**config.mk**
```make
export PLATFORM = sky130hd
export DESIGN_NAME = riscv_multicycle_ctrl_flat
export DESIGN_NICKNAME = d
export VERILOG_FILES = /design/src/rtl/riscv_multicycle_ctrl_pkg.sv /design/src/rtl/riscv_multicycle_ctrl_if.sv /design/src/rtl/riscv_multicycle_ctrl_alu_dec.sv /design/src/rtl/riscv_multicycle_ctrl.sv /design/src/flat_wrapper.sv
export SDC_FILE = /design/constraint.sdc
export NUM_CORES = 1
export LEC_CHECK = 0
export ABC_AREA = 1
export CAP_MARGIN = 20
export CELL_PAD_IN_SITES_DETAIL_PLACEMENT = 1
export CELL_PAD_IN_SITES_GLOBAL_PLACEMENT = 1
export CORE_UTILIZATION = 41
export CTS_BUF_LIST = sky130_fd_sc_hd__clkbuf_2
export CTS_CLUSTER_DIAMETER = 40
export DETAILED_ROUTE_END_ITERATION = 6
export GPL_TIMING_DRIVEN = 0
export PLACE_DENSITY_LB_ADDON = 0.1
export SYNTH_ARGS = -nofsm -noshare
export SYNTH_HDL_FRONTEND = slang
export SYNTH_SLANG_ARGS = --single-unit
```
**constraint.sdc**
```tcl
create_clock -name clk -period 3.45 [get_ports clk]
set_input_delay 0.5175 -clock clk [delete_from_list [all_inputs] [get_ports clk]]
set_output_delay 0.5175 -clock clk [all_outputs]
set_load 0.05 [all_outputs]
```
**src/rtl/riscv_multicycle_ctrl_pkg.sv**
```systemverilog
// Shared types for the multicycle RV32I control FSM.
// Optional ECALL/EBREAK halt state is enabled by RISCV_MC_HALT_EN.
package riscv_multicycle_ctrl_pkg;

    typedef enum logic [3:0] {
        S_FETCH, S_DECODE, S_MEMADR, S_MEMREAD, S_MEMWB, S_MEMWRITE,
        S_EXEC_R, S_EXEC_I, S_ALUWB, S_BRANCH, S_JAL, S_JALR, S_LUI,
        S_ERROR, S_HALT
    } state_e;

    typedef enum logic [2:0] {
        ALU_ADD, ALU_SUB, ALU_AND, ALU_OR,
        ALU_XOR, ALU_SLT, ALU_SLL, ALU_SRL
    } alu_op_e;

    typedef enum logic [2:0] {
        IMM_I, IMM_S, IMM_B, IMM_J, IMM_U
    } imm_src_e;

    typedef enum logic [1:0] {
        CAUSE_NONE, CAUSE_TIMEOUT, CAUSE_ILLEGAL
    } error_cause_e;

    typedef enum logic [1:0] {
        ALU_CLS_ADD, ALU_CLS_SUB, ALU_CLS_R, ALU_CLS_I
    } alu_class_e;

    localparam logic [6:0] OP_LOAD   = 7'b0000011;
    localparam logic [6:0] OP_STORE  = 7'b0100011;
    localparam logic [6:0] OP_R      = 7'b0110011;
    localparam logic [6:0] OP_I      = 7'b0010011;
    localparam logic [6:0] OP_BRANCH = 7'b1100011;
    localparam logic [6:0] OP_JAL    = 7'b1101111;
    localparam logic [6:0] OP_JALR   = 7'b1100111;
    localparam logic [6:0] OP_LUI    = 7'b0110111;
    localparam logic [6:0] OP_SYSTEM = 7'b1110011;

    function automatic imm_src_e imm_sel(input logic [6:0] op);
        case (op)
            OP_STORE:  return IMM_S;
            OP_BRANCH: return IMM_B;
            OP_JAL:    return IMM_J;
            OP_LUI:    return IMM_U;
            default:   return IMM_I;
        endcase
    endfunction

endpackage

```
**src/rtl/riscv_multicycle_ctrl_if.sv**
```systemverilog
// Unified memory port handshake between the control FSM and memory.
interface riscv_multicycle_ctrl_if;
    logic mem_req;
    logic mem_we;
    logic mem_ready;

    modport master (output mem_req, output mem_we, input mem_ready);
    modport slave  (input mem_req, input mem_we, output mem_ready);
endinterface

```
**src/rtl/riscv_multicycle_ctrl_alu_dec.sv**
```systemverilog
// ALU operation decoder: instruction class plus funct fields to alu_op_e.
import riscv_multicycle_ctrl_pkg::*;

module riscv_alu_decoder (
    input  alu_class_e  alu_class,
    input  logic [2:0]  funct3,
    input  logic        funct7b5,
    output alu_op_e     alu_ctrl
);
    always_comb begin
        alu_ctrl = ALU_ADD;
        case (alu_class)
            ALU_CLS_ADD: alu_ctrl = ALU_ADD;
            ALU_CLS_SUB: alu_ctrl = ALU_SUB;
            default: begin
                // SLTU and SRA map onto the nearest supported op
                unique case (funct3)
                    3'b000: alu_ctrl = (alu_class == ALU_CLS_R && funct7b5)
                                       ? ALU_SUB : ALU_ADD;
                    3'b001: alu_ctrl = ALU_SLL;
                    3'b010: alu_ctrl = ALU_SLT;
                    3'b011: alu_ctrl = ALU_SLT;
                    3'b100: alu_ctrl = ALU_XOR;
                    3'b101: alu_ctrl = ALU_SRL;
                    3'b110: alu_ctrl = ALU_OR;
                    3'b111: alu_ctrl = ALU_AND;
                endcase
            end
        endcase
    end
endmodule

```
**src/rtl/riscv_multicycle_ctrl.sv**
```systemverilog
// Multicycle RV32I main control FSM with memory timeout and retire counter.
// Define RISCV_MC_HALT_EN to halt on ECALL/EBREAK instead of faulting.
import riscv_multicycle_ctrl_pkg::*;

module riscv_multicycle_ctrl #(
    parameter int MEM_TIMEOUT = 16,
    parameter int TMO_W       = 8,
    parameter int CNT_W       = 32
) (
    input  logic              clk,
    input  logic              reset,
    input  logic [6:0]        op,
    input  logic [2:0]        funct3,
    input  logic              funct7b5,
    input  logic              zero,
    riscv_multicycle_ctrl_if.master mem,
    output logic              adr_src,
    output logic              ir_write,
    output logic              pc_write,
    output logic              reg_write,
    output logic [1:0]        alu_src_a,
    output logic [1:0]        alu_src_b,
    output logic [2:0]        alu_ctrl,
    output logic [1:0]        result_src,
    output logic [2:0]        imm_src,
    output logic              error,
    output logic [1:0]        error_cause,
    output logic [CNT_W-1:0]  instret
);
    localparam bit TMO_EN = (MEM_TIMEOUT != 0);
    localparam logic [TMO_W-1:0] TMO_LAST =
        TMO_W'(TMO_EN ? MEM_TIMEOUT - 1 : 0);

    state_e       state, state_n;
    error_cause_e cause_q, cause_n;
    logic [TMO_W-1:0] wait_cnt;
    logic         retire, req, we, timeout;
    alu_class_e   alu_cls;
    alu_op_e      alu_op;

    riscv_alu_decoder u_alu_dec (
        .alu_class (alu_cls),
        .funct3    (funct3),
        .funct7b5  (funct7b5),
        .alu_ctrl  (alu_op)
    );

    assign timeout = TMO_EN && req && !mem.mem_ready && wait_cnt == TMO_LAST;

    always_comb begin
        state_n    = state;
        cause_n    = cause_q;
        retire     = 1'b0;
        req        = 1'b0;
        we         = 1'b0;
        adr_src    = 1'b0;
        ir_write   = 1'b0;
        pc_write   = 1'b0;
        reg_write  = 1'b0;
        alu_src_a  = 2'd0;
        alu_src_b  = 2'd0;
        alu_cls    = ALU_CLS_ADD;
        result_src = 2'd0;
        case (state)
            S_FETCH: begin
                req        = 1'b1;
                alu_src_b  = 2'd2;
                result_src = 2'd2;
                if (mem.mem_ready) begin
                    ir_write = 1'b1;
                    pc_write = 1'b1;
                    state_n  = S_DECODE;
                end
            end
            S_DECODE: begin
                alu_src_a = 2'd1;
                alu_src_b = 2'd1;
                case (op)
                    OP_LOAD, OP_STORE: state_n = S_MEMADR;
                    OP_R:      state_n = S_EXEC_R;
                    OP_I:      state_n = S_EXEC_I;
                    OP_BRANCH: state_n = S_BRANCH;
                    OP_JAL:    state_n = S_JAL;
                    OP_JALR:   state_n = S_JALR;
                    OP_LUI:    state_n = S_LUI;
`ifdef RISCV_MC_HALT_EN
                    OP_SYSTEM: begin
                        state_n = S_HALT;
                        retire  = 1'b1;
                    end
`endif
                    default: begin
                        state_n = S_ERROR;
                        cause_n = CAUSE_ILLEGAL;
                    end
                endcase
            end
            S_MEMADR: begin
                alu_src_a = 2'd2;
                alu_src_b = 2'd1;
                state_n   = op[5] ? S_MEMWRITE : S_MEMREAD;
            end
            S_MEMREAD: begin
                req     = 1'b1;
                adr_src = 1'b1;
                if (mem.mem_ready) state_n = S_MEMWB;
            end
            S_MEMWRITE: begin
                req     = 1'b1;
                we      = 1'b1;
                adr_src = 1'b1;
                if (mem.mem_ready) begin
                    state_n = S_FETCH;
                    retire  = 1'b1;
                end
            end
            S_MEMWB: begin
                result_src = 2'd1;
                reg_write  = 1'b1;
                state_n    = S_FETCH;
                retire     = 1'b1;
            end
            S_EXEC_R: begin
                alu_src_a = 2'd2;
                alu_cls   = ALU_CLS_R;
                state_n   = S_ALUWB;
            end
            S_EXEC_I: begin
                alu_src_a = 2'd2;
                alu_src_b = 2'd1;
                alu_cls   = ALU_CLS_I;
                state_n   = S_ALUWB;
            end
            S_ALUWB: begin
                reg_write = 1'b1;
                state_n   = S_FETCH;
                retire    = 1'b1;
            end
            S_BRANCH: begin
                alu_src_a = 2'd2;
                alu_cls   = ALU_CLS_SUB;
                pc_write  = zero ^ funct3[0];
                state_n   = S_FETCH;
                retire    = 1'b1;
            end
            S_JAL: begin
                // ALU forms the link address while ALUOut holds the target
                alu_src_a = 2'd1;
                alu_src_b = 2'd2;
                pc_write  = 1'b1;
                state_n   = S_ALUWB;
            end
            S_JALR: begin
                alu_src_a = 2'd2;
                alu_src_b = 2'd1;
                state_n   = S_JAL;
            end
            S_LUI: begin
                alu_src_a = 2'd3;
                alu_src_b = 2'd1;
                state_n   = S_ALUWB;
            end
            default: ;
        endcase
        if (timeout) begin
            state_n = S_ERROR;
            cause_n = CAUSE_TIMEOUT;
        end
    end

    always_ff @(posedge clk or posedge reset) begin
        if (reset) begin
            state    <= S_FETCH;
            cause_q  <= CAUSE_NONE;
            wait_cnt <= '0;
            instret  <= '0;
        end else begin
            state   <= state_n;
            cause_q <= cause_n;
            if (retire) instret <= instret + CNT_W'(1);
            if (state_n != state) wait_cnt <= '0;
            else if (req && !mem.mem_ready) wait_cnt <= wait_cnt + TMO_W'(1);
        end
    end

    assign mem.mem_req  = req & ~reset;
    assign mem.mem_we   = we & ~reset;
    assign alu_ctrl     = alu_op;
    assign imm_src      = imm_sel(op);
    assign error        = (state == S_ERROR);
    assign error_cause  = cause_q;
endmodule

```
**src/flat_wrapper.sv**
```systemverilog
// flat-port wrapper written by rule: the top's interface ports become plain ports
module riscv_multicycle_ctrl_flat 
#(
    parameter int MEM_TIMEOUT = 16,
    parameter int TMO_W       = 8,
    parameter int CNT_W       = 32
)
  (clk, reset, op, funct3, funct7b5, zero, adr_src, ir_write, pc_write, reg_write, alu_src_a, alu_src_b, alu_ctrl, result_src, imm_src, error, error_cause, instret, mem_mem_req, mem_mem_we, mem_mem_ready);
  riscv_multicycle_ctrl_if mem_i ();
  input  logic clk;
  input  logic reset;
  input  logic [6:0] op;
  input  logic [2:0] funct3;
  input  logic funct7b5;
  input  logic zero;
  output logic adr_src;
  output logic ir_write;
  output logic pc_write;
  output logic reg_write;
  output logic [1:0] alu_src_a;
  output logic [1:0] alu_src_b;
  output logic [2:0] alu_ctrl;
  output logic [1:0] result_src;
  output logic [2:0] imm_src;
  output logic error;
  output logic [1:0] error_cause;
  output logic [CNT_W-1:0] instret;
  output wire logic [$bits(mem_i.mem_req)-1:0] mem_mem_req;
  output wire logic [$bits(mem_i.mem_we)-1:0] mem_mem_we;
  input wire logic [$bits(mem_i.mem_ready)-1:0] mem_mem_ready;
  assign mem_mem_req = mem_i.mem_req;
  assign mem_mem_we = mem_i.mem_we;
  assign mem_i.mem_ready = mem_mem_ready;
  riscv_multicycle_ctrl #(.MEM_TIMEOUT(MEM_TIMEOUT), .TMO_W(TMO_W), .CNT_W(CNT_W)) u_core (.clk(clk), .reset(reset), .op(op), .funct3(funct3), .funct7b5(funct7b5), .zero(zero), .mem(mem_i), .adr_src(adr_src), .ir_write(ir_write), .pc_write(pc_write), .reg_write(reg_write), .alu_src_a(alu_src_a), .alu_src_b(alu_src_b), .alu_ctrl(alu_ctrl), .result_src(result_src), .imm_src(imm_src), .error(error), .error_cause(error_cause), .instret(instret));
endmodule
```
* Yosys cells after proc, flatten, opt, wreduce, memory -nomap -nowiden
Cells that the tools add are included.
** Operators by class
- $add $sub $neg :: 2
- Equal/unequal tests :: 33
- Mux-type cells :: 28
- Bitwise operators :: 4
- Reductions and logical operators :: 22
** Operators with widths (number)
- $add A32 B1 Y32 const B :: 1
- $pmux W4 S8 :: 1
- $pmux W4 S7 :: 1
- $eq A4 B4 Y1 const B :: 6
- $eq A7 B6 Y1 const B :: 3
- $eq A7 B7 Y1 const B :: 3
- $pmux W3 S7 :: 1
- $eq A4 B3 Y1 const B :: 4
- $mux W4 :: 4
- $mux W8 :: 2
- $eq A3 B3 Y1 const B :: 4
- $pmux W2 S3 :: 2
- $pmux W3 S4 :: 1
- $reduce_or A2 Y1 :: 6
- $reduce_or A5 Y1 :: 2
- $add A8 B1 Y8 const B :: 1
- $eq A4 B2 Y1 const B :: 2
- $eq A8 B4 Y1 const B :: 1
- $pmux W2 S2 :: 2
- $reduce_or A8 Y1 :: 1
- $eq A7 B2 Y1 const B :: 1
- $eq A7 B5 Y1 const B :: 1
- $mux W1 :: 7
- $eq A3 B2 Y1 const B :: 2
- other kinds (23) :: 30
** Word-level totals
- Flip-flop bits (word level) :: 46
- Input bits :: 15
- Output and inout bits :: 53

* Depth between registers and ports, before layout
Gate-level depths: netlist of the first run.
- Depth in word-level cells :: 8
- Mapped depth :: 14
- Mapped depth without buffers :: 14

* Cells and area by module
From an unflattened synthesis of the first run, not the netlist that was laid out.
** Unflattened totals
- Cells, all modules :: 375
- Area, all modules :: 2917.8 µm²
** Modules (own cells, without submodules)
- riscv_multicycle_ctrl :: instances 1, cells an instance 357, area each 2839.0 µm², sequential area each 1151.1 µm²
- riscv_alu_decoder :: instances 1, cells an instance 18, area each 78.8 µm², sequential area each 0.0 µm²

* Least setup slack after synthesis of the first run
OpenSTA, ideal clock, no wires.
- Kind :: reg-to-output
- From :: register u_core.state[2]
- To :: output pc_write
- Arrival time :: 2.062 ns
- Data required time :: 2.932 ns
- Path slack :: 0.871 ns
- Stages on the path, launching flop included :: 6
- Buffers on the path :: 0
- Cells stage by stage :: dfrtp_1 -> nor2_2 -> nand2_2 -> nor2_1 -> inv_1 -> o211ai_1
** On the way
- Word-level cells in the longest chain between the ends :: 2
** RTL lines
- from (decl) :: line riscv_multicycle_ctrl.sv:34 : state_e state, state_n;
- from (signal assigned) :: line riscv_multicycle_ctrl.sv:178 : state <= state_n;
- $eq A4 B4 Y1 or $logic_not A4 Y1 (tied branches) :: line riscv_multicycle_ctrl.sv:64 : case (state)
- $pmux W1 S3 * :: line riscv_multicycle_ctrl.sv:64
- to (decl) :: line flat_wrapper.sv:18 : output logic pc_write;
Every way passes the cells marked *; elsewhere a longest branch is shown, timed or not.

* Worst setup path after layout of the first run
- From :: input op[1]
- To :: output imm_src[0]
** On the way
- Word-level cells in the longest chain between the ends :: 2
** RTL lines
- from (decl) :: line flat_wrapper.sv:12 : input logic [6:0] op;
- $eq A7 B6 Y1 or $eq A7 B7 Y1 (tied branches) :: line riscv_multicycle_ctrl_pkg.sv:39 : case (op)
- $pmux W3 S4 * :: line riscv_multicycle_ctrl_pkg.sv:39
- to (decl) :: line flat_wrapper.sv:24 : output logic [2:0] imm_src;
Marks and branches as above.

==> impl_metrics.json, run 1 <==
{
  "h-tree-depth": 2,
  "mostFrequentLayoutCell": "nand2_1",
  "synth_top_family_by_area": "simple AND/OR/NAND/NOR gates",
  "grtUsageMet3": 0.0339,
  "grt.overflow.total": 0,
  "vias": 2857,
  "ws_path_type": "in -> out",
  "mappedNetlistNets": 409,
  "rr_endpoint": "u_core.instret[22]",
  "layout_common_cells": "92 x nand2_1, 67 x clkdlybuf4s50_1, 52 x nor2_1",
  "post_synthesis_mux_area_share": 0.00705,
  "finalSetupTns_ps": 0,
  "post_synth_and_or_nand_nor_area_fraction": 0.366,
  "post_synthesis_compound_gate_area_fraction": 0.0485,
  "synth-edff-count": 0,
  "r2r-start": "u_core.instret[0]",
  "wl_mm": 8.25,
  "relative_slew_slack": 0.649,
  "antenna_violations_before_repair": 0,
  "post-route-min-period_ps": 2970,
  "final_antenna_net_count": 0,
  "boundaryPins": 68,
  "synth.yosys.seq_area_share": 0.381,
  "antenna_cells_inserted": 0,
  "p_int_w": 0.00117,
  "cts_buffers": 5,
  "timing.critical_path.to_type": "output port",
  "worstPathRequired_ps": 2930,
  "clockPowerShare": 0.129,
  "grt_pass1_wl_mm": 13.8,
  "reg2reg_setup_slack_ps": 1460,
  "dpl.hpwl_mm": 6.74,
  "place_inst": 556,
  "p_sw_w": 0.00120,
  "global_route.usage.total": 0.231,
  "met1_usage": 0.263,
  "period_share": 0.862,
  "fin_skew_ps": 21.3,
  "synthesis.yosys.warnings": 0,
  "cts_hold_repair.buffers": 0,
  "syn_inst": 392,
  "min-delay-path-class": "in -> async",
  "max_clock_freq_ghz": 0.336,
  "mean_number_of_vias_per_cell": 5.07,
  "cts_buffer_depth": 2,
  "chipHeight_um": 87.8,
  "hold_viol_final": 0,
  "crit_path_max_fanout": 5,
  "setup.worst_path.end": "imm_src[0]",
  "post_synth_fa_ha_maj_area_fraction": 0.00829,
  "post_route_cells_drive_above_1_share": 0.118,
  "wl_per_cell_um": 14.6,
  "post_cts_resize_count": 0,
  "worst_setup_start_kind": "primary input",
  "post_synth_xor_area_fraction": 0.121,
  "cts_sinks": 46,
  "timing_worst_slew_pin_value_ps": 524,
  "clk_transition_reported_paths_ps": 240,
  "cts_tree": "done",
  "netlist_area_um2": 3020,
  "final_max_slew_viol_count": 0,
  "synthesis.area_per_instance_um2": 7.70,
  "floorplan.die_area_um2": 7710,
  "static_leak_nw": 1.75,
  "crit_path_start": "op[1]",
  "timing.final.ws_setup_ps": 477,
  "pre_cts_slack_ps": 490,
  "r2r.worst_path.cells": 9,
  "status": "complete, no violations",
  "first_iter_violations": 93,
  "async_reset_ff_frac": 1.00,
  "cts_setup_buffers": 0,
  "ir_worst_vdd_v": 0.000325,
  "drv_cap": 0,
  "post_layout_nonfiller_instances": 564,
  "fin_util": 0.561,
  "via_count_of_the_first_global_routing_pass": 2968,
  "clock_tree.root_cell": "clkbuf_2",
  "initial_cell_density_of_the_core": 0.435,
  "drtPass1Iterations": 5,
  "final_setup_vio_count": 0,
  "grt-busiest-layer": "met2",
  "gp_routability_congestion": 0.870,
  "std_cell_rows": 30,
  "crit_arrival_ps": 2460,
  "design.final.nets": 484,
  "pin_count_of_the_biggest_net_entering_global_routing": 29,
  "grt_setup_unrepaired": "false",
  "pwr_density_cell_nw_per_um2": 607,
  "postSynthRegisterBits": 46,
  "worstSkewPairLatency_ps": 420,
  "chipWidth_um": 87.8,
  "area_growth_syn_to_layout_pct": 29.1,
  "yosysUniqueCellTypes": 41,
  "io_buffers": 67,
  "met2_usage": 0.445,
  "core_region_area_um2": 6940,
  "power.switching_fraction": 0.506,
  "post-route-drc-count": 0,
  "combinationalPowerShare": 0.583,
  "sequentialPowerShare": 0.287,
  "synthFlopType": "dfrtp_1"
}
-- worst max-delay path, stage by stage --
cell             delay [ps]
clkdlybuf4s50_1         470
nand2_1                 100
nor2_1                  190
nand2_1                 170
o22ai_1                 190
clkdlybuf4s50_1         820
-- synthesized netlist by cell type, drive strengths merged, types with 3 or more instances --
master | n | area (µm²)
dfrtp | 46 | 1150
xnor2 | 13 | 114
a31oi | 3 | 18.8
nor4 | 4 | 31.3
nand2 | 101 | 417
nand3 | 26 | 170
buf | 5 | 42.5
nor2 | 69 | 317
inv | 42 | 158
nand4 | 9 | 56.3
xor2 | 28 | 253
nor3 | 15 | 85.1
o21ai | 14 | 70.1
-- kinds of logic after synthesis --
family	after synthesis
adders and majority gates	2
xor gates and xnor gates	41
buffers and inverters	48
and+or+nand+nor	228
muxes	2
DFF	46
AOI/OAI and AO/OA	25
-- per-stage QoR --
step | hold slack (ps) | instance area [µm²] | total power, W
2_1_floorplan | 531 | 3020 | 0.00168
3_3_place_gp | 456 | 3810 | 0.00205
3_5_place_dp | 500 | 3830 | 0.00208
4_1_cts | 446 | 3900 | 0.00239
5_1_grt | 455 | 3900 | 0.00251
6_report | 444 | 3900 | 0.00236
-- layout make-up --
| class | count | area, µm² |
|---|---|---|
| well taps | 96 | 120 |
| clock buffers | 6 | 30.0 |
| multi-input cells | 298 | 1660 |
| fillers | 878 | 3050 |
| inverters | 42 | 158 |
| flip-flops and latches | 46 | 1150 |
| clock inverters | 2 | 37.5 |
| repair buffers | 68 | 691 |
| plain buffers | 6 | 46.3 |
-- worst min path at each step --
stage	to	startpoint
2_1_floorplan	u_core.wait_cnt[7]	u_core.wait_cnt[7]
3_3_place_gp	u_core.error_cause[0]	u_core.error_cause[0]
3_5_place_dp	u_core.error_cause[0]	u_core.error_cause[0]
4_1_cts	u_core.wait_cnt[1]	reset
5_1_grt	u_core.wait_cnt[0]	reset
6_report	u_core.wait_cnt[1]	reset
-- power groups by stage --
stage                     Sequential [W]  Clock (W)  Combinational [W]
after floorplan                 0.000828          0           0.000848
after detailed placement        0.000689          0            0.00139
final                           0.000680   0.000306            0.00138
after global routing            0.000691   0.000340            0.00148
after CTS                       0.000680   0.000316            0.00140
after global placement          0.000688          0            0.00136
-- routing by layer --
layer | up-vias | share of wire
met5 | - | 0
met4 | 0 | 0.0076
met3 | 6 | 0.023
met2 | 48 | 0.55
met1 | 1402 | 0.42
li1 | 1401 | -
-- flip-flops by register name (all words and copies together), names as in the netlist --
signal              cells
u_core.instret         32
u_core.wait_cnt         8
u_core.state            4
u_core.error_cause      2
No activity file was read; power rests on OpenSTA's default activity.
==> run 2, diff against run 1 <==
--- a/config.mk
+++ b/config.mk
@@ -14,7 +14,7 @@
 export CTS_CLUSTER_DIAMETER = 40
 export DETAILED_ROUTE_END_ITERATION = 6
 export GPL_TIMING_DRIVEN = 0
-export PLACE_DENSITY_LB_ADDON = 0.1
+export PLACE_DENSITY = 0.88
 export SYNTH_ARGS = -nofsm -noshare
 export SYNTH_HDL_FRONTEND = slang
 export SYNTH_SLANG_ARGS = --single-unit
==> run 2 against run 1 <==
Register-to-register slack gained 40 ps. Die area stayed put. Cell count down 0.18%. Maximum frequency shrank 1.3%. Setup slack worse by 38 ps. Worst hold slack got worse by 120 ps. Combinational power hardly changed. Cell area down 0.22%. Non-clock buffer count unchanged. Via count shrank 1.6%. Total power fell by 0.35%. Highest routed layer unchanged. First-iteration DRC count shrank 33%.
==> impl_metrics.json, run 2 (synthesized netlist as in run 1, its figures left out) <==
{
  "vias": 2812,
  "ir_worst_vdd_v": 0.000374,
  "wl_mm": 8.15,
  "drtPass1Iterations": 4,
  "final_max_slew_viol_count": 0,
  "chipHeight_um": 87.8,
  "crit_path_start": "u_core.state[2]",
  "drv_cap": 0,
  "reg.largest.list": "u_core.instret: 32 flops, u_core.wait_cnt: 8 flops, u_core.state: 4 flops",
  "p_int_w": 0.00116,
  "r2r-start": "u_core.instret[0]",
  "timing.critical_path.to_type": "output port",
  "final_setup_vio_count": 0,
  "pin_count_of_the_biggest_net_entering_global_routing": 40,
  "cts_buffers": 5,
  "relative_slew_slack": 0.645,
  "initial_cell_density_of_the_core": 0.435,
  "antenna_violations_before_repair": 0,
  "io_buffers": 67,
  "cts_tree": "done",
  "flip_flop_count_of_the_largest_register_all_copies_and_words_added": 32,
  "chipWidth_um": 87.8,
  "global_route.usage.total": 0.232,
  "std_cell_rows": 30,
  "static_leak_nw": 1.75,
  "floorplan.die_area_um2": 7710,
  "gp_routability_congestion": 0.833,
  "worstSkewPairLatency_ps": 420,
  "crit_path_max_fanout": 5,
  "clock_tree.root_cell": "clkbuf_2",
  "post_route_cells_drive_above_1_share": 0.113,
  "post_cts_resize_count": 0,
  "pwr_density_cell_nw_per_um2": 606,
  "core_region_area_um2": 6940,
  "fin_util": 0.560,
  "status": "complete, no violations",
  "p_sw_w": 0.00120,
  "cts_buffer_depth": 2,
  "first_iter_violations": 62,
  "grt_pass1_wl_mm": 13.9,
  "fin_skew_ps": 11.7,
  "post-route-min-period_ps": 3010,
  "registers.top_by_ff_count": "u_core.instret",
  "wl_per_cell_um": 14.5,
  "area_growth_syn_to_layout_pct": 28.8,
  "mostFrequentLayoutCell": "nand2_1",
  "mean_number_of_vias_per_cell": 4.99,
  "finalSetupTns_ps": 0,
  "timing_worst_slew_pin_value_ps": 531,
  "design.final.nets": 484,
  "power.switching_fraction": 0.509,
  "layout_common_cells": "92 x nand2_1, 67 x clkdlybuf4s50_1, 52 x nor2_1",
  "grt_setup_unrepaired": "false",
  "hold_viol_final": 0,
  "crit_arrival_ps": 2490,
  "cts_setup_buffers": 0,
  "boundaryPins": 68,
  "grt.overflow.total": 0,
  "cts_sinks": 46,
  "cts_hold_repair.buffers": 0,
  "final_antenna_net_count": 0,
  "h-tree-depth": 2,
  "dpl.hpwl_mm": 6.61,
  "sequentialPowerShare": 0.290,
  "worst_setup_start_kind": "flip-flop",
  "combinationalPowerShare": 0.585,
  "antenna_cells_inserted": 0,
  "ws_path_type": "reg -> out",
  "post-route-drc-count": 0,
  "min-delay-path-class": "in -> async",
  "clockPowerShare": 0.125,
  "worstPathRequired_ps": 2930,
  "max_clock_freq_ghz": 0.332,
  "via_count_of_the_first_global_routing_pass": 2945,
  "period_share": 0.873,
  "clk_transition_reported_paths_ps": 230
}
-- run 2: changes by cell type in the layout (fill, tap and decap cells not counted), sizes merged --
cell      previous run  this run
clkbuf               7         6
clkinv               0         1
clkinvlp             1         0
-- run 2: path summary, 6_finish.rpt --
check | endpoint | slack [ps] | cells after the start
min in group clk | u_core.error_cause[0] | 500 | 2
worst min register to register | u_core.error_cause[0] | 500 | 2
worst max register to register | u_core.instret[22] | 1500 | 9
max in group asynchronous | u_core.instret[21] | 2660 | 3
worst max-delay path | pc_write | 440 | 6
worst min-delay path | u_core.error_cause[1] | 320 | 2
-- run 2: cell type report --
cell class                 instances  area (µm²)
inverter                          42         158
clock buffer                       5        25.0
multi-input combinational        298        1660
timing repair buffer              68         691
sequential                        46        1150
clock inverter                     2        33.8
fill                             897        3060
buffer                             6        46.3
tap                               96         120
-- run 2: stage by stage --
step | setup slack [ps] | power [W] | cell area, µm² | hold slack (ps) | instances
after floorplan | 871 | 0.00168 | 3020 | 531 | 392
after global placement | 491 | 0.00205 | 3810 | 462 | 555
after detailed placement | 457 | 0.00208 | 3830 | 465 | 556
after CTS | 414 | 0.00238 | 3890 | 310 | 563
after global routing | 297 | 0.00250 | 3890 | 327 | 563
final | 439 | 0.00236 | 3890 | 325 | 563
-- run 2: critical path, stage by stage, from the launching register on --
cell and delay (ps):
dfrtp_1 510, nor2_2 250, nand2_2 160, nor2_1 150, inv_1 90, o211ai_1 90, clkdlybuf4s50_1 830
-- run 2: power groups by stage --
stage / clock network [W] / logic (W) / registers (W)
finish: 0.000294 / 0.00138 / 0.000684
global route: 0.000321 / 0.00148 / 0.000695
CTS: 0.000304 / 0.00139 / 0.000685
detailed placement: 0 / 0.00139 / 0.000696
global placement: 0 / 0.00136 / 0.000690
floorplan: 0 / 0.000848 / 0.000828
-- run 2: routing by layer --
metal	GRT usage	vias to the layer above	wire length (µm)
li1	-	1394	-
met1	0.293	1363	3580
met2	0.416	46	4230
met3	0.0320	9	255
met4	0.0596	0	85
met5	0	-	0
==> run 3, diff against run 2 <==
--- a/config.mk
+++ b/config.mk
@@ -13,7 +13,6 @@
 export CTS_BUF_LIST = sky130_fd_sc_hd__clkbuf_2
 export CTS_CLUSTER_DIAMETER = 40
 export DETAILED_ROUTE_END_ITERATION = 6
-export GPL_TIMING_DRIVEN = 0
 export PLACE_DENSITY = 0.88
 export SYNTH_ARGS = -nofsm -noshare
 export SYNTH_HDL_FRONTEND = slang
==> run 3 against run 2 <==
Cell area is 1.3% lower. Worst hold slack better by 160 ps. Highest routed layer unchanged. Non-clock buffer count is 5 lower. Total power is 1.9% lower. Combinational power is 4% lower. Sequential cell count stayed put. Via count is 1.7% higher. Count of clock-buffer cells in the layout stayed put. Clock power hardly changed. First-iteration DRC count is 29% higher. Setup slack worse by 110 ps. Utilization is 0.74 points lower.
==> impl_metrics.json, run 3 (synthesized netlist as in run 1, its figures left out) <==
{
  "vias": 2860,
  "cp_slowest_cell": "clkdlybuf4s50_1",
  "registers.top_by_ff_count": "u_core.instret",
  "pin_count_of_the_biggest_net_entering_global_routing": 26,
  "p_sw_w": 0.00119,
  "wl_mm": 8.59,
  "worst_setup_start_kind": "flip-flop",
  "post_cts_resize_count": 0,
  "status": "complete, no violations",
  "worstSkewPairLatency_ps": 420,
  "area_growth_syn_to_layout_pct": 27.1,
  "cell_repeated_most_along_the_worst_path": "nand2_1",
  "cts_sinks": 46,
  "min-delay-path-class": "in -> async",
  "dpl.hpwl_mm": 7.04,
  "post_route_cells_drive_above_1_share": 0.104,
  "crit_path_max_fanout": 9,
  "core_region_area_um2": 6940,
  "drv_cap": 0,
  "crit_path_start": "u_core.state[1]",
  "clockPowerShare": 0.126,
  "final_setup_vio_count": 0,
  "clock_tree.root_cell": "clkbuf_2",
  "sequentialPowerShare": 0.303,
  "place_inst": 551,
  "flip_flop_count_of_the_largest_register_all_copies_and_words_added": 32,
  "static_leak_nw": 1.72,
  "hold_viol_final": 0,
  "post_layout_nonfiller_instances": 558,
  "final_max_slew_viol_count": 0,
  "cts_buffer_depth": 2,
  "cts_setup_buffers": 0,
  "via_count_of_the_first_global_routing_pass": 3003,
  "p_int_w": 0.00112,
  "initial_cell_density_of_the_core": 0.435,
  "worstPathRequired_ps": 2930,
  "antenna_cells_inserted": 0,
  "finalSetupTns_ps": 0,
  "mostFrequentLayoutCell": "nand2_1",
  "relative_slew_slack": 0.450,
  "first_iter_violations": 80,
  "power.switching_fraction": 0.514,
  "grt.overflow.total": 0,
  "std_cell_rows": 30,
  "clk_transition_reported_paths_ps": 230,
  "cts_buffers": 5,
  "post-route-drc-count": 0,
  "wl_per_cell_um": 15.4,
  "final_antenna_net_count": 0,
  "fillers": 888,
  "h-tree-depth": 2,
  "grt_pass1_wl_mm": 14.4,
  "reg.largest.list": "u_core.instret: 32 flops, u_core.wait_cnt: 8 flops, u_core.state: 4 flops",
  "cts_tree": "done",
  "cpLargestDelayFamily": "buffers and inverters",
  "antenna_violations_before_repair": 0,
  "ws_path_type": "reg -> out",
  "io_buffers": 67,
  "cp.buffers_inverters": 2,
  "timing.critical_path.to_type": "output port",
  "gp_routability_congestion": 0.811,
  "fin_skew_ps": 15.0,
  "layout_common_cells": "92 x nand2_1, 67 x clkdlybuf4s50_1, 52 x nor2_1",
  "drtPass1Iterations": 4,
  "cts_hold_repair.buffers": 0,
  "max_clock_freq_ghz": 0.321,
  "mean_number_of_vias_per_cell": 5.13,
  "boundaryPins": 68,
  "ir_worst_vdd_v": 0.000332,
  "period_share": 0.904,
  "pwr_density_cell_nw_per_um2": 603,
  "design.final.nets": 479,
  "cell_by_cell_listing_of_the_critical_path": "inv_1 > nor2_1 > nand2_1 > nand2_1 > nor2_1 > nand2_1 > clkdlybuf4s50_1",
  "chipWidth_um": 87.8,
  "critical_path.max_stage_delay_ps": 810,
  "combinationalPowerShare": 0.571,
  "placed_area_um2": 3780,
  "timing_worst_slew_pin_value_ps": 819,
  "final_cell_area_um2": 3840,
  "r2r-start": "u_core.state[1]",
  "chipHeight_um": 87.8,
  "global_route.usage.total": 0.240,
  "grt_setup_unrepaired": "false",
  "crit_arrival_ps": 2600,
  "floorplan.die_area_um2": 7710,
  "post-route-min-period_ps": 3120
}
run 3: cell count changes in the layout (fill, tap and decap cells not counted), sizes merged:
| cell | delta |
|---|---|
| inv | -1 |
| clkbuf | -1 |
| clkinv | +1 |
| buf | -4 |
run 3: stage by stage:
step	power, W	util	hold slack, ps	setup WS, ps
global placement	0.00200	0.544	470	555
global route	0.00244	0.552	517	190
finish	0.00231	0.552	485	331
detailed placement	0.00204	0.544	474	457
floorplan	0.00168	-	531	871
CTS	0.00233	0.552	493	337
run 3: cell type report:
| type | instances | area, µm² | share of cell area |
|---|---|---|---|
| clock buffer | 5 | 25.0 | 0.00652 |
| clock inverter | 2 | 33.8 | 0.00881 |
| inverter | 42 | 158 | 0.0411 |
| multi-input combinational | 298 | 1660 | 0.433 |
| sequential | 46 | 1150 | 0.300 |
| tap | 96 | 120 | 0.0313 |
| timing repair buffer | 69 | 686 | 0.179 |
run 3: metal layers:
| metal | vias up | GRT usage | part of all wire |
|---|---|---|---|
| li1 | 1393 | - | - |
| met4 | 0 | 0.0462 | 0.0088 |
| met3 | 9 | 0.0311 | 0.028 |
| met2 | 52 | 0.450 | 0.53 |
| met1 | 1406 | 0.293 | 0.43 |
| met5 | - | 0 | 0 |
run 3: power by group through the flow:
stage | clock network [W] | registers [W] | logic, W
2_1_floorplan | 0 | 0.000828 | 0.000848
3_3_place_gp | 0 | 0.000706 | 0.00129
3_5_place_dp | 0 | 0.000710 | 0.00133
4_1_cts | 0.000297 | 0.000700 | 0.00133
5_1_grt | 0.000311 | 0.000713 | 0.00142
6_report | 0.000292 | 0.000700 | 0.00132
run 3: path summary, 6_finish.rpt:
kind / endpoint / slack (ps) / cells after the start
worst max-delay path: alu_src_a[1] / 330 / 7
worst min-delay path: u_core.instret[8] / 480 / 2
worst min register to register: u_core.error_cause[0] / 510 / 2
worst max register to register: u_core.wait_cnt[4] / 1410 / 12
min in group clk: u_core.error_cause[0] / 510 / 2
max in group asynchronous: u_core.instret[12] / 2190 / 3
run 3: worst reg2reg max path, stage by stage (launching register included):
cell     delay (ps)
dfrtp_1         650
inv_1           150
nor2_1          220
nand2_1         160
o21ai_1         180
nor2_2           50
nand2_2          50
nor2_2           40
nand3_1          90
nand3_2         100
nor2_4          110
nand2_4         110
nor2_2          100
